## src/rtl/eb_pack.sv

```systemverilog
// eb_pack: packs RATIO upstream beats of DWIDTH bits into one wide word for a
// downstream elastic stage. Lane 0 holds the first beat of a word. t_last
// closes a word early, and the unused upper lanes are then zero.
// Optional feature: define EB_PACK_KEEP_EN to add the i_keep lane-valid mask.
module eb_pack #(
    parameter int DWIDTH = 8,
    parameter int RATIO  = 4
) (
    input  logic                    clk,
    input  logic                    rstf,
    input  logic [DWIDTH-1:0]       t_data,
    input  logic                    t_valid,
    input  logic                    t_last,
    output logic                    t_ready,
    output logic [DWIDTH*RATIO-1:0] i_data,
    output logic                    i_valid,
    output logic                    i_last,
    input  logic                    i_ready
`ifdef EB_PACK_KEEP_EN
    ,
    output logic [RATIO-1:0]        i_keep
`endif
);

    localparam int CW = (RATIO > 1) ? $clog2(RATIO) : 1;
    localparam int WW = DWIDTH * RATIO;
    localparam logic [CW-1:0] CNT_MAX = CW'(RATIO - 1);

    logic [CW-1:0] cnt_q, cnt_d;
    logic [WW-1:0] staged_w, word_w, data_q, data_d;
    logic          valid_q, valid_d, last_q, last_d;
    logic          accept_w, xfer_w, complete_w;

    assign t_ready    = i_ready | ~valid_q;
    assign accept_w   = t_valid & t_ready;
    assign xfer_w     = valid_q & i_ready;
    assign complete_w = t_last | (cnt_q == CNT_MAX);

    // Staging only needs RATIO-1 lanes: the final beat goes straight to the
    // output register. With RATIO=1 there is nothing to stage.
    generate
        if (RATIO > 1) begin : g_stage
            logic [(RATIO-1)*DWIDTH-1:0] stage_q, stage_d;

            // Next staging content: capture the lane on a partial accept,
            // clear it when the word completes.
            always_comb begin
                stage_d = stage_q;
                if (accept_w) begin
                    stage_d = complete_w ? '0 : word_w[(RATIO-1)*DWIDTH-1:0];
                end
            end

            // Staging register.
            always_ff @(posedge clk or negedge rstf) begin
                if (!rstf) stage_q <= '0;
                else       stage_q <= stage_d;
            end

            assign staged_w = {{DWIDTH{1'b0}}, stage_q};
        end else begin : g_nostage
            assign staged_w = '0;
        end
    endgenerate

    // Candidate word: staged lanes with the current beat dropped into lane cnt.
    // Lanes above cnt are already zero because staging is cleared per word.
    always_comb begin
        word_w = staged_w;
        word_w[int'(cnt_q)*DWIDTH +: DWIDTH] = t_data;
    end

`ifdef EB_PACK_KEEP_EN
    logic [RATIO-1:0] keep_q, keep_d, keep_w;

    // Lanes 0..cnt are filled by the word that completes now.
    always_comb begin
        keep_w = '0;
        for (int k = 0; k < RATIO; k++) begin
            keep_w[k] = (k <= int'(cnt_q));
        end
    end

    assign i_keep = keep_q;
`endif

    // Output stage and lane counter next-state; a completing accept wins over
    // a word transfer so the stage can refill with no bubble.
    always_comb begin
        cnt_d   = cnt_q;
        valid_d = valid_q;
        data_d  = data_q;
        last_d  = last_q;
`ifdef EB_PACK_KEEP_EN
        keep_d  = keep_q;
`endif
        if (xfer_w) valid_d = 1'b0;
        if (accept_w) begin
            if (complete_w) begin
                cnt_d   = '0;
                valid_d = 1'b1;
                data_d  = word_w;
                last_d  = t_last;
`ifdef EB_PACK_KEEP_EN
                keep_d  = keep_w;
`endif
            end else begin
                cnt_d = cnt_q + CW'(1);
            end
        end
    end

    // Output and counter registers; reset drops any partial word.
    always_ff @(posedge clk or negedge rstf) begin
        if (!rstf) begin
            cnt_q   <= '0;
            valid_q <= 1'b0;
            data_q  <= '0;
            last_q  <= 1'b0;
`ifdef EB_PACK_KEEP_EN
            keep_q  <= '0;
`endif
        end else begin
            cnt_q   <= cnt_d;
            valid_q <= valid_d;
            data_q  <= data_d;
            last_q  <= last_d;
`ifdef EB_PACK_KEEP_EN
            keep_q  <= keep_d;
`endif
        end
    end

    assign i_data  = data_q;
    assign i_valid = valid_q;
    assign i_last  = last_q;

endmodule

```

## config.mk

```make
export PLATFORM = sky130hd
export DESIGN_NAME = eb_pack
export DESIGN_NICKNAME = d
export VERILOG_FILES = /design/src/rtl/eb_pack.sv
export SDC_FILE = /design/constraint.sdc
export NUM_CORES = 1
export LEC_CHECK = 0
export BUFFER_PORTS_ARGS = -buffer_cell sky130_fd_sc_hd__buf_4
export CORE_MARGIN = 2
export CORE_UTILIZATION = 40
export CTS_BUF_LIST = sky130_fd_sc_hd__clkbuf_8
export DETAILED_ROUTE_END_ITERATION = 12
export RECOVER_POWER = 25
export SLEW_MARGIN = 40
export SYNTH_ARGS = -nofsm -noshare
export SYNTH_HDL_FRONTEND = slang
export SYNTH_SLANG_ARGS = --single-unit
```

## constraint.sdc

```tcl
create_clock -name clk -period 1.7 [get_ports clk]
set_input_delay 0.34 -clock clk [delete_from_list [all_inputs] [get_ports clk]]
set_output_delay 0.34 -clock clk [all_outputs]
set_load 0.01 [all_outputs]
```

==> out/summary.log <==
qor: run_status.outcome completed
qor: timing.achievable-frequency 0.613 GHz
qor: synthesis.syn-instance-count 256
qor: worst_setup_path.critical_path.reg2reg.endpoint i_data[30]$_DFFE_PN0P_
qor: layout.antenna_cells_inserted 0
qor: worst_setup_path.critPathSlowestCell sky130_fd_sc_hd__dfrtp_2
qor: timing.rsz0062_at_grt false
qor: worst_setup_path.cp_top_family simple AND/OR/NAND/NOR gates
qor: hold_path.min_delay_worst_endpoint i_last$_DFFE_PN0P_
qor: synthesis.ys_dominant_reg_cell sky130_fd_sc_hd__dfrtp_1
qor: timing.min_period_over_period 96.0%
qor: synthesis.synthesis.nets 275
qor: worst_setup_path.critPathRequiredTime 1.91 ns
qor: placement.gp_congestion 0.820
qor: timing.final-max-slew-violation-count 0
qor: clock_tree.clock_sink_count 60
qor: worst_setup_path.worstPathArrival 1.84 ns
qor: route.drt_iter0_markers 150
qor: synthesis.top_cells_by_area_synth sky130_fd_sc_hd__dfrtp_1 53%, sky130_fd_sc_hd__a21oi_1 8.6%, sky130_fd_sc_hd__a22o_1 7.8%, sky130_fd_sc_hd__a31oi_1 5.3%, sky130_fd_sc_hd__nor2b_1 3.3%
qor: route.final_antenna_net_count 0
qor: timing.final_hold_viol_count 0
qor: power.power_leakage 0.00168 uW
qor: worst_setup_path.rr_startpoint cnt_q[0]$_DFFE_PN0N_
qor: synthesis.synth.largest_area_cell sky130_fd_sc_hd__dfrtp_1
qor: worst_setup_path.biggest_fanout_along_the_worst_timing_path 32
qor: synthesis.number_of_distinct_library_cell_variants_in_the_gate_level_netlist_after_synthesis 28
qor: layout.drive_above_1_share 30.9%
qor: layout.nNetsFinal 335
qor: grt.initial_antenna_violation_count 0
qor: timing.timing.hold.ws 0.270 ns
qor: worst_setup_path.crit_path_end_kind flip-flop
qor: floorplan.core_area 6790 sq um
qor: clock_tree.tritoncts done
qor: timing.transition_time_at_the_pin_with_the_least_slew_margin 0.802 ns
qor: hold_path.type_of_the_worst_min_delay_path input pin to flip-flop
qor: power.power-per-cell-area 1110 nW/um^2
qor: layout.areaGrowthSynthToFinish 27.9%
qor: grt.globalRouteTotalUtil 19.9%
qor: layout.finalCoreUtilization 52.9%
qor: synthesis.synth-seq-cells 60
qor: worst_setup_path.logic_depth_of_the_worst_register_to_register_path 5
qor: synthesis.synthArstFlopShare 100%
qor: synthesis.yosys.area.top_type_share 53.5%
qor: synthesis.count_of_warnings_emitted_by_yosys 0
qor: floorplan.die_area 7710 sq um
qor: synthesis.synth.avg_cell_area 11.0 sq um
qor: hold_path.worst_hold_path.num_cells 2
qor: clock_tree.tritoncts.num_buffers 9
qor: clock_tree.clockBufferDepth 2
qor: route.drt_first_pass_iters 4
qor: worst_setup_path.timing.setup.critical_path_class flip-flop to flip-flop
qor: flow_run.cap_viol_max_count 0
qor: route.drc 0
qor: floorplan.ios 48
qor: worst_setup_path.worst-r2r-setup-slack 0.07 ns
qor: worst_setup_path.cp_buf_inv_count 1
qor: synthesis.synth_edf_count 0
qor: route.wl_per_cell 16.9 microns
qor: floorplan.start_util 41.3%
qor: clock_tree.root_buffer sky130_fd_sc_hd__clkbuf_8
qor: grt.first_global_vias 2199
qor: route.route.vias.total 2236
qor: timing.finClkSkew 0.00763 ns
qor: power.irDropWorstVdd 0.000608 V
qor: placement.place.port_buffers 47
qor: placement.hpwlAfterDp 4580 microns
qor: clock_tree.clock_insertion_delay_worst_skew 0.33 ns
qor: worst_setup_path.startpoint_type flip-flop
qor: clock_tree.path_clk_slew 0.06 ns
qor: route.wl 7010 microns
qor: floorplan.row_count 30
qor: synthesis.area_of_the_mapped_netlist 2810 sq um
qor: timing.maxSlewHeadroom 46.5%
qor: hold_path.min_from t_last
qor: clock_tree.cts-htree-levels 3
qor: synthesis.sequential_to_total_area_share_from_yosys_stat 53.5%
qor: timing.setup_viol_count_final 0
qor: clock_tree.post_cts_buffers 0
qor: floorplan.fp.dieW 87.8 microns
qor: floorplan.die_height 87.8 microns
qor: grt.grt_max_degree 36
qor: timing.min_cycle_time_layout 1.63 ns
qor: route.avgViaCountPerCell 5.38
qor: worst_setup_path.crit_chain ha_1 -> or2_4 -> and3_4 -> buf_12 -> mux2i_1
qor: grt.wire_length_of_the_first_global_routing_pass 11500 microns
qor: worst_setup_path.max_stage_delay 0.43 ns
qor: grt.grt_remaining_overflow 0
## flip-flops by register name, indices dropped and copies added, names as in the netlist
| register | flops |
|---|---|
| cnt_q | 2 |
| g_stage.stage_q | 24 |
| i_data | 32 |
| i_last | 1 |
| i_valid | 1 |
## kinds of logic (layout without fill, tap and decap cells)
group,after synthesis,in the layout,share of synthesized area [%]
compound gates,102,102,23.4
fa+ha+maj,6,6,2.67
mux,9,9,3.21
buf+inv,33,97,6.32
simple gates,46,46,10.9
flops,60,60,53.5
## worst register-to-register path, cell delays in order (launching register included)
cell and delay, ns:
sky130_fd_sc_hd__dfrtp_2 0.43, sky130_fd_sc_hd__ha_1 0.24, sky130_fd_sc_hd__or2_4 0.33, sky130_fd_sc_hd__and3_4 0.21, sky130_fd_sc_hd__buf_12 0.16, sky130_fd_sc_hd__mux2i_1 0.15
## where the power goes
part	internal, uW	switching, uW	total [uW]
combinational	523	553	1080
clock	673	531	1200
sequential	1620	107	1720
total	2810	1190	4000
## worst max path at each step
stage / from / to / slack [ns] / cells past startpoint
after floorplan: cnt_q[0]$_DFFE_PN0N_ / g_stage.stage_q[16]$_DFFE_PN0N_ / 0.003 / 7
after global placement: cnt_q[0]$_DFFE_PN0N_ / i_data[25]$_DFFE_PN0P_ / 0.006 / 5
after detailed placement: cnt_q[0]$_DFFE_PN0N_ / i_data[24]$_DFFE_PN0P_ / -0.06 / 5
after CTS: cnt_q[0]$_DFFE_PN0N_ / g_stage.stage_q[12]$_DFFE_PN0N_ / 0.01 / 5
after global routing: cnt_q[0]$_DFFE_PN0N_ / g_stage.stage_q[6]$_DFFE_PN0N_ / 0.004 / 4
final: cnt_q[0]$_DFFE_PN0N_ / i_data[30]$_DFFE_PN0P_ / 0.07 / 5
## metal layers
layer | share of wire, % | GRT usage, % | vias up | wire (microns)
met5 | 0 | 0 | - | 0
met4 | 2.8 | 10.1 | 0 | 199
met3 | 3.4 | 3.02 | 13 | 237
met2 | 45 | 29.4 | 47 | 3190
met1 | 48 | 28.5 | 1122 | 3390
li1 | - | - | 1054 | -
## cell type report
type / instances / area [sq um]
fillers: 625 / 3200
flip-flops and latches: 60 / 1500
multi-input cells: 163 / 1190
repair buffers: 70 / 551
clock buffers: 13 / 179
well taps: 96 / 120
inverters: 12 / 45.0
clock inverters: 2 / 8.76
## cell usage in the layout (no fill, tap or decap)
cell type,Yosys,routed
sky130_fd_sc_hd__and2b_1,9,9
sky130_fd_sc_hd__nand2b_4,0,1
sky130_fd_sc_hd__dlygate4sd3_1,0,1
sky130_fd_sc_hd__ha_2,0,2
sky130_fd_sc_hd__mux2i_1,9,9
sky130_fd_sc_hd__inv_1,12,11
sky130_fd_sc_hd__o21ai_0,1,1
sky130_fd_sc_hd__clkbuf_2,0,1
sky130_fd_sc_hd__nand2_1,8,8
sky130_fd_sc_hd__ha_1,6,2
sky130_fd_sc_hd__nand3_1,2,2
sky130_fd_sc_hd__and3_4,1,1
sky130_fd_sc_hd__o22ai_1,1,1
sky130_fd_sc_hd__buf_12,0,2
sky130_fd_sc_hd__o211ai_2,3,2
sky130_fd_sc_hd__a31oi_1,24,24
sky130_fd_sc_hd__nor2_1,1,1
sky130_fd_sc_hd__dfrtp_2,0,1
sky130_fd_sc_hd__and4b_1,1,1
sky130_fd_sc_hd__clkbuf_8,0,13
sky130_fd_sc_hd__and4_4,0,3
sky130_fd_sc_hd__nor4bb_1,1,1
sky130_fd_sc_hd__buf_4,6,66
sky130_fd_sc_hd__ha_4,0,2
sky130_fd_sc_hd__nor2b_1,15,15
sky130_fd_sc_hd__a22o_1,25,25
sky130_fd_sc_hd__inv_2,0,2
sky130_fd_sc_hd__and2_1,1,1
sky130_fd_sc_hd__o211ai_4,0,1
sky130_fd_sc_hd__or2_4,0,1
sky130_fd_sc_hd__a21oi_1,48,48
sky130_fd_sc_hd__and4bb_1,2,2
sky130_fd_sc_hd__dfrtp_1,60,59
sky130_fd_sc_hd__clkinv_2,0,1
## repair_timing
action                                  4_1_cts  5_1_grt
hold endpoints to repair                     29        0
endpoints found under the setup margin       49       22
gates resized for setup                       3        9
pin swaps                                     0        0
hold buffers                                  1        0
## cell usage after synthesis (6+ instances only)
master and number:
sky130_fd_sc_hd__nor2b_1 15, sky130_fd_sc_hd__a31oi_1 24, sky130_fd_sc_hd__and2b_1 9, sky130_fd_sc_hd__a21oi_1 48
sky130_fd_sc_hd__inv_1 12, sky130_fd_sc_hd__nand2_1 8, sky130_fd_sc_hd__a22o_1 25, sky130_fd_sc_hd__ha_1 6
sky130_fd_sc_hd__dfrtp_1 60, sky130_fd_sc_hd__mux2i_1 9, sky130_fd_sc_hd__buf_2 7, sky130_fd_sc_hd__buf_4 6
## through the flow
step,instance area [sq um],setup WS [ns],cells,total power (uW),setup TNS [ns]
6_report,3590,0.0686,416,4000,0
5_1_grt,3590,0.00358,416,4250,0
4_1_cts,3570,0.0122,416,4040,0
3_5_place_dp,3370,-0.0638,400,2810,-1.05
3_3_place_gp,3370,0.00617,400,2790,0
2_1_floorplan,2860,0.00250,256,2310,0
Power figures use the tool's default switching activity.
